### src/rtl/bcd_conv_sequencer.sv
// bcd_conv_sequencer
//   Control stage for an external 8-bit double-dabble shift-and-add register.
//   It accepts a binary value on a valid/ready handshake and clears the
//   register. It then drives alternating add-3 adjust and shift cycles,
//   MSB first. Finally it captures the register's packed two-digit BCD
//   result and offers it downstream with an overflow flag.
//
// Ports
//   clk, rstn            clock, synchronous active-low reset
//   bin_in, in_valid     binary value to convert and its valid
//   in_ready             high only while idle
//   sr_clr_n             register clear (low clears on next edge)
//   sr_d, sr_en, sr_adda serial data, shift enable, add-3 enable to register
//   sr_out               register parallel output {tens, units}
//   bcd_out, ovf         captured BCD result and "input >= OVF_LIMIT" flag
//   out_valid, out_ready downstream handshake
//   busy                 high whenever not idle
//
// state     | meaning
// ----------+---------------------------------------------------------
// S_IDLE    | waiting for in_valid; in_ready high
// S_CLEAR   | register cleared via sr_clr_n for one cycle
// S_ADJ     | register add-3 adjust (sr_adda)
// S_SHIFT   | register shift of one input bit, MSB first (sr_en)
// S_CAPTURE | sr_out sampled into bcd_out, out_valid set
// S_DONE    | result held until out_ready

module bcd_conv_sequencer #(
  parameter int WIDTH     = 8,
  parameter int OVF_LIMIT = 100
) (
  input  logic             clk,
  input  logic             rstn,
  input  logic [WIDTH-1:0] bin_in,
  input  logic             in_valid,
  output logic             in_ready,
  output logic             sr_clr_n,
  output logic             sr_d,
  output logic             sr_en,
  output logic             sr_adda,
  input  logic [7:0]       sr_out,
  output logic [7:0]       bcd_out,
  output logic             ovf,
  output logic             out_valid,
  input  logic             out_ready,
  output logic             busy
);

  localparam int              CNT_W    = (WIDTH > 1) ? $clog2(WIDTH) : 1;
  localparam logic [CNT_W-1:0] CNT_LOAD = CNT_W'(WIDTH - 1);
  localparam logic [31:0]     OVF_LIM  = 32'(OVF_LIMIT);

  typedef enum logic [2:0] {
    S_IDLE,
    S_CLEAR,
    S_ADJ,
    S_SHIFT,
    S_CAPTURE,
    S_DONE
  } state_t;

  state_t           state;
  state_t           state_nxt;
  logic [WIDTH-1:0] shreg;
  logic [CNT_W-1:0] cnt;
  logic             ovf_pend;
  logic             clr_req;

  always_ff @(posedge clk) begin
    if (!rstn) state <= S_IDLE;
    else       state <= state_nxt;
  end

  always_comb begin
    state_nxt = state;
    in_ready  = 1'b0;
    sr_en     = 1'b0;
    sr_adda   = 1'b0;
    sr_d      = 1'b0;
    clr_req   = 1'b0;
    case (state)
      S_IDLE: begin
        in_ready = 1'b1;
        if (in_valid) state_nxt = S_CLEAR;
      end
      S_CLEAR: begin
        clr_req   = 1'b1;
        state_nxt = S_ADJ;
      end
      // The first adjust acts on a cleared register and does nothing;
      // it is kept so that every bit sees the same adjust/shift pair.
      S_ADJ: begin
        sr_adda   = 1'b1;
        state_nxt = S_SHIFT;
      end
      S_SHIFT: begin
        sr_en     = 1'b1;
        sr_d      = shreg[WIDTH-1];
        state_nxt = (cnt == '0) ? S_CAPTURE : S_ADJ;
      end
      S_CAPTURE: state_nxt = S_CAPTURE == state ? S_DONE : S_IDLE;
      S_DONE: begin
        if (out_ready) state_nxt = S_IDLE;
      end
      default: state_nxt = S_IDLE;
    endcase
  end

  // Reset is folded in so that the register is also held clear whenever
  // this block is in reset, and no stale digits survive an abort.
  assign sr_clr_n = rstn & ~clr_req;
  assign busy     = ~in_ready;

  always_ff @(posedge clk) begin
    if (!rstn) begin
      shreg     <= '0;
      cnt       <= '0;
      ovf_pend  <= 1'b0;
      bcd_out   <= 8'h00;
      ovf       <= 1'b0;
      out_valid <= 1'b0;
    end else begin
      case (state)
        S_IDLE: begin
          if (in_valid) begin
            shreg    <= bin_in;
            ovf_pend <= (32'(bin_in) >= OVF_LIM);
            cnt      <= CNT_LOAD;
          end
        end
        S_SHIFT: begin
          shreg <= shreg << 1;
          if (cnt != '0) cnt <= cnt - CNT_W'(1);
        end
        S_CAPTURE: begin
          bcd_out   <= sr_out;
          ovf       <= ovf_pend;
          out_valid <= 1'b1;
        end
        S_DONE: begin
          if (out_ready) out_valid <= 1'b0;
        end
        default: ;
      endcase
    end
  end

endmodule

### config.mk
export PLATFORM = sky130hd
export DESIGN_NAME = bcd_conv_sequencer
export DESIGN_NICKNAME = d
export VERILOG_FILES = /design/src/rtl/bcd_conv_sequencer.sv
export SDC_FILE = /design/constraint.sdc
export NUM_CORES = 1
export LEC_CHECK = 0
export ABC_AREA = 1
export CAP_MARGIN = 20
export CORE_MARGIN = 4
export CORE_UTILIZATION = 40
export CTS_BUF_LIST = sky130_fd_sc_hd__clkbuf_16
export DETAILED_ROUTE_END_ITERATION = 8
export GPL_ROUTABILITY_DRIVEN = 0
export HOLD_SLACK_MARGIN = 0.06
export PLACE_DENSITY_LB_ADDON = 0.2
export SETUP_SLACK_MARGIN = 0.15
export SLEW_MARGIN = 25
export SYNTH_ARGS = -nofsm -noshare
export SYNTH_HDL_FRONTEND = slang
export SYNTH_SLANG_ARGS = --single-unit
export TNS_END_PERCENT = 30
### constraint.sdc
create_clock -name clk -period 2.55 [get_ports clk]
set_input_delay 0.255 -clock clk [delete_from_list [all_inputs] [get_ports clk]]
set_output_delay 0.255 -clock clk [all_outputs]
set_load 0.02 [all_outputs]
=== After elaboration in Yosys (flattened, before gate mapping) ===
Index checks and enable logic that the tools add are counted.

* Register bits: 25
* Bits in latches: 0
* RAM bits: 0
* Bits in read-only memories: 0
* Bits of input ports: 20
* Output and inout port bits: 16
* Word-level logic and storage cells: 48
* Memories kept: 0

* Add/sub/neg operators: 1
* Multiply operators: 0
* Div/mod/pow operators: 0
* $lt $le $gt $ge: 1
* Eq/ne operators: 9
* Shift-type cells: 0
* Muxes and demuxes: 17
* Bitwise gates (word level): 3
* Reductions and logical operators: 10

{| class="wikitable"
|+ Operators with widths
! operator !! count
|-
| two-way mux 3 bit || 6
|-
| one-hot mux 3 bit (6 select lines) || 1
|-
| one-hot mux 8 bit (2 select lines) || 1
|-
| greater-or-equal comparator 8 x 7 -> 1 bit, second input constant || 1
|-
| two-way mux 8 bit || 1
|-
| AND reduction 2 bit || 4
|-
| equality test 3 x 2 -> 1 bit, second input constant || 2
|-
| equality test 3 bit, second input constant || 2
|-
| logical NOT 3 bit || 2
|-
| two-way mux 1 bit || 6
|-
| inequality test 2 bit, second input constant || 3
|-
| one-hot mux 3 bit (2 select lines) || 1
|-
| nonzero test 2 bit || 2
|-
| equality test 3 x 1 -> 1 bit, second input constant || 1
|-
| equality test 3 bit, first input constant || 1
|-
| AND reduction 3 bit || 1
|-
| nonzero test 3 bit || 1
|-
| subtractor 3 x 1 -> 3 bit, second input constant || 1
|-
| inverter 1 bit || 2
|-
| one-hot mux 1 bit (2 select lines) || 1
|-
| bitwise AND 1 bit || 1
|}

=== Logic depth before layout (Yosys ltp) ===
Gate-level depths: netlist of run 1.

* Depth after elaboration: 4
* Gate-level depth with buffers: 9
* Depth with buffers taken out: 9

=== Worst setup path before layout of run 1 ===
Ideal clock, no wire load.

* Kind: reg-to-output
* From: reg state[0]
* To: out sr_d
* Arrival time: 1.054 ns
* Required time: 2.295 ns
* Path slack: 1.241 ns
* Cell stages (with the launch flop): 6
* Path buffers: 1
* Cell sequence: dfxtp_1 nand2_2 clkinv_2 nand2_4 buf_6 nor2_1

* Longest elaborated chain between the ends: 2

{| class="wikitable"
|+ Ends and longest elaborated chain
! item !! RTL line !! text
|-
| start, declared || 62 || <nowiki>state_t state;</nowiki>
|-
| start signal, assigned || 71 || <nowiki>else state <= state_nxt;</nowiki>
|-
| equality test 3 x 2 -> 1 bit || 81 || <nowiki>case (state)</nowiki>
|-
| two-way mux 1 bit || 81 ||
|-
| end, declared || 38 || <nowiki>output logic sr_d,</nowiki>
|}

Every way passes these cells.

=== Worst setup path in the final report of run 1 ===
Same ends and word-level chain as after synthesis.

==> impl_metrics.yaml, run 1 <==
status:
  status: "complete, no violations"
clock_tree:
  clockRootBuffer: "clkbuf_16"
  ctsResizeCount: 0
  cts_sinks: 25
  cts_made_buffers: 3
  cts.clk_slew.worst_paths_ns: 0.06
  htree_levels: 1
  cts_tree: "yes"
  cts_setup_buffers: 0
  clockBufferDepth: 2
  cts_hold_buf: 0
  clk_latency_ns: 0.25
finish:
  layout_commonest_cell: "nor2_1"
  syn_to_final_growth_pct: 38.29
  drive_above_1_share_pct: 9.948
  regArea_um2: 500.5
  fillers: 263
  insertedDiodeCount: 0
  post-route-util_pct: 57.85
  final_cell_mix: "nor2_1 (38), clkdlybuf4s50_1 (35), dfxtp_1 (25), o21ai_0 (18), inv_1 (17)"
  fin_nets: 214
  multi_input_area_um2: 543.0
power:
  sw_frac_of_total_pct: 27.42
  p_comb_share_pct: 21.9
  p_sw_uw: 276.9
  power_density_nw_per_um2: 633.1
  intPower_uw: 733.0
  clkPwrFrac_pct: 33.5
  pwr-share-seq_pct: 44.6
  ir_drop_v: 0.0004607
  power_leakage_uw: 0.0007064
timing:
  relSlewSlack_pct: 82.94
  slew_viol_final: 0
  tns_ns: 0
  setup_viol: 0
  tightest_slew_ns: 0.2556
  hold_ws_ns: 0.4794
  fin_worst_skew_ns: 0.003464
  hold_violations: 0
  fin_crit_sh_pct: 76.86
  max_freq_ghz: 0.5102
  grt_setup_unrepaired: "false"
  fin_crit_ns: 1.960
min_path:
  min_to: "shreg[0]"
  min_path_type: "flip-flop to flip-flop"
  worstHoldStart: "shreg[0]"
  whs_path_depth: 2
yosys:
  ys_ff_latch: 25
  synthCells: 155
  ys_types: 26
  synth_area_um2: 1154
  syn_avg_cell_area_um2: 7.443
  ys.warnings.count: 0
  ys_seq_area_share_pct: 43.38
  postSynthNetCount: 177
critical_path:
  end_kind: "output port"
  critical-path-top-delay-family: "buffers and inverters"
  r2r_slack_ns: 1.28
  arrival_ns: 1.70
  crit_chain: "nand2_2 -> clkinv_2 -> nand2_4 -> nor2_1 -> clkdlybuf4s50_1"
  crit_path_start_kind: "flip-flop"
  worstPathRequired_ns: 2.30
  cp-startpoint: "state[0]"
  cpPeakStageDelay_ns: 0.61
  timing.rr.start: "state[0]"
  cp_slowest_cell: "clkdlybuf4s50_1"
  r2r_cells: 6
  cp_max_fo: 11
  path_buf_inv: 2
  r2r-end: "bcd_out[4]"
  worstSetupPathType: "flip-flop to output port"
floorplan:
  start_util_pct: 41.83
  die_h_um: 61.71
  coreArea_um2: 2758
  die_x_um: 61.71
  dieArea_um2: 3808
  row_count: 19
  io_pins: 36
global_routing:
  grt_pass1_vias: 1070
  antenna_found_initial: 0
  grt_usage_pct: 16.03
  grt_max_degree: 24
  grt_pass1_wl_mm: 4.574
  overflow: 0
route:
  routed_wl_mm: 2.603
  wire_per_inst_um: 11.73
  vias_per_cell: 4.919
  vias: 1092
  drc: 0
  antenna_left: 0
  drt_first_pass_iters: 4
  initialDrtViolationCount: 46
flow_run:
  maxCapViolations: 0
placement:
  place_hpwl_mm: 1.939
  portBuffers: 35
## cells by family after synthesis
logic type               after synthesis  synth area share (%)
AO/OA/AOI/OAI                         29                 13.99
adder cells (fa/ha/maj)                2                 2.169
buffers and inverters                 24                 9.544
flip-flops                            25                 43.38
AND/OR/NAND/NOR                       75                 30.91
## worst max-delay path by stage
stage                    end  slack (ns)  depth (start not counted)
finish                  sr_d        0.59                          5
global route            sr_d        0.50                          5
CTS                     sr_d        0.58                          5
detailed placement  sr_clr_n        0.80                          4
global placement    sr_clr_n        0.80                          4
floorplan               sr_d        1.24                          5
## tightest hold or removal path: stages (launching register included)
cell and delay, ns:
dfxtp_1 0.30, nand3_1 0.07, a21oi_1 0.06
## registers in the layout (all words and copies together) (netlist names)
signal     flops
shreg          8
out_valid      1
ovf            1
cnt            3
state          3
bcd_out        8
ovf_pend       1
## cell usage after synthesis
library cell	count	share of area (%)
buf_4	1	0.65
nor2_2	2	1.1
buf_1	1	0.33
nor3_1	9	3.9
nor2_1	38	12
nand4_1	1	0.54
nand3_4	1	1.5
o21a_1	1	0.65
o21ai_1	2	0.87
inv_2	3	0.98
nand2_1	13	4.2
nand2_4	2	2.0
inv_1	16	5.2
nand3_1	4	1.7
dfxtp_1	25	43
a21oi_2	1	0.76
a21oi_1	3	1.3
clkinv_2	1	0.43
nor2_4	2	2.0
buf_6	2	2.0
nand2_2	3	1.6
o31ai_1	1	0.65
a211oi_1	1	0.65
o21ai_0	18	7.8
ha_1	2	2.2
o211ai_1	2	1.3
## final cells by class
class                           instances  share of cell area, %
Tap cell                               31                  2.431
Clock buffer                            3                  4.706
Multi-Input combinational cell        106                  34.04
Clock inverter                          1                 0.2353
Timing Repair Buffer                   36                  22.43
Inverter                               20                  4.784
Sequential cell                        25                  31.37
## per-stage QoR
step           cell area, um2  power (uW)  std cells  worst slack (ns)
2_1_floorplan            1154       593.5        155             1.241
3_3_place_gp             1516       673.6        218            0.7950
3_5_place_dp             1516       680.6        218            0.7962
4_1_cts                  1595        1024        222            0.5822
5_1_grt                  1595        1080        222            0.5031
6_report                 1595        1010        222            0.5901
## routing by layer
metal  global-route usage [%]  wire (um)  share of wire, %
met1                    19.80       1146                44
met3                    4.132        168               6.5
met5                        0          0                 0
met4                    7.273         55               2.1
met2                    26.16       1233                47
## power by group through the flow
stage                     logic, uW  registers [uW]  clock network, uW
after floorplan                 135             458                  0
after global placement          217             457                  0
after detailed placement        222             458                  0
after CTS                       224             450                350
after global routing            250             454                376
final                           221             450                339
(Power assumes the default switching activity.)
==> run 2, diff against run 1 <==
==> constraint.sdc (replaced) <==
create_clock -name clk -period 1.8 [get_ports clk]
set_input_delay 0.18 -clock clk [delete_from_list [all_inputs] [get_ports clk]]
set_output_delay 0.18 -clock clk [all_outputs]
set_load 0.02 [all_outputs]
==> impl_metrics.yaml, run 2 (same netlist as run 1, synthesis figures left out) <==
floorplan:
  io_pins: 36
  coreArea_um2: 2758
  row_count: 19
  start_util_pct: 41.83
  die_x_um: 61.71
  dieArea_um2: 3808
  die_h_um: 61.71
critical_path:
  worstSetupPathType: "flip-flop to output port"
  crit_path_start_kind: "flip-flop"
  cp_max_fo: 6
  worstPathRequired_ns: 1.62
  end_kind: "output port"
  arrival_ns: 1.36
finish:
  fin_nets: 214
  final_cell_mix: "nor2_1 (38), clkdlybuf4s50_1 (29), dfxtp_1 (24), o21ai_0 (18), inv_1 (16)"
  top_regs: "bcd_out x8, shreg x8"
  insertedDiodeCount: 0
  layout_commonest_cell: "nor2_1"
  drive_above_1_share_pct: 11.52
  fillers: 266
  syn_to_final_growth_pct: 37.53
timing:
  hold_ws_ns: 0.4804
  relSlewSlack_pct: 84.45
  fin_crit_sh_pct: 85.50
  tns_ns: 0
  fin_worst_skew_ns: 0.003966
  max_freq_ghz: 0.6498
  grt_setup_unrepaired: "false"
  hold_violations: 0
  setup_viol: 0
  slew_viol_final: 0
  fin_crit_ns: 1.539
  tightest_slew_ns: 0.2325
route:
  routed_wl_mm: 2.624
  drc: 0
  antenna_left: 0
  vias: 1069
  vias_per_cell: 4.815
  wire_per_inst_um: 11.82
  initialDrtViolationCount: 39
  drt_first_pass_iters: 4
placement:
  place_hpwl_mm: 1.985
  portBuffers: 35
power:
  ir_drop_v: 0.0006697
  power_leakage_uw: 0.0007197
  power_density_nw_per_um2: 900.1
status:
  status: "complete, no violations"
clock_tree:
  cts_tree: "yes"
  htree_levels: 1
  cts_sinks: 25
  cts.clk_slew.worst_paths_ns: 0.06
  clockRootBuffer: "clkbuf_16"
  clk_latency_ns: 0.25
  cts_made_buffers: 3
  clockBufferDepth: 2
global_routing:
  grt_usage_pct: 15.00
  grt_max_degree: 24
  overflow: 0
  grt_pass1_vias: 1006
  grt_pass1_wl_mm: 4.340
  antenna_found_initial: 0
flow_run:
  maxCapViolations: 0
min_path:
  min_path_type: "flip-flop to flip-flop"
[run 2: worst paths after layout]
kind / slack (ns) / depth (start not counted) / to / startpoint
worst max-delay path: 0.26 / 4 / in_ready / state[2]
worst min-delay path: 0.48 / 2 / shreg[0] / shreg[0]
worst max register to register: 0.55 / 5 / bcd_out[5] / state[2]
worst min register to register: 0.48 / 2 / shreg[0] / shreg[0]
[run 2: metal layers]
layer	share of wire [%]	global-route usage [%]	vias up
met5	0	0	-
met4	0.65	4.545	0
met3	6.3	4.545	2
met2	49	25.56	21
met1	45	18.16	476
li1	-	-	570
[run 2: layout make-up]
cell class / instances / area, um2 / share of cell area, %
Clock inverter: 1 / 5.005 / 0.3155
Sequential cell: 25 / 501.7 / 31.62
Timing Repair Buffer: 36 / 346.6 / 21.85
Multi-Input combinational cell: 106 / 543.0 / 34.23
Tap cell: 31 / 38.79 / 2.445
Clock buffer: 3 / 75.07 / 4.732
Inverter: 20 / 76.32 / 4.811
[run 2: critical path, stage by stage, from the launching register on]
cell and delay, ns:
dfxtp_1 0.45, inv_2 0.14, nand2_1 0.13, inv_1 0.06, dlygate4sd2_1 0.33
[run 2: through the flow]
stage,total power [uW],instance area [um2],utilization (%),std cells,worst slack (ns)
floorplan,840.7,1154,-,155,0.5657
global placement,955.1,1516,54.99,218,0.1969
detailed placement,967.5,1516,54.99,218,0.1557
CTS,1446,1590,57.67,222,0.2027
global route,1512,1587,57.53,222,0.1866
finish,1428,1587,57.53,222,0.2611
[run 2: repair_timing]
item,CTS,global route
gates resized for setup,7,2
hold buffers,0,0
endpoints found under the setup margin,6,1
setup buffers,0,0
[run 2: power breakdown]
part           internal, uW  switching (uW)  total, uW
logic                   129             177        305
registers               603            35.9        639
clock network           299             185        483
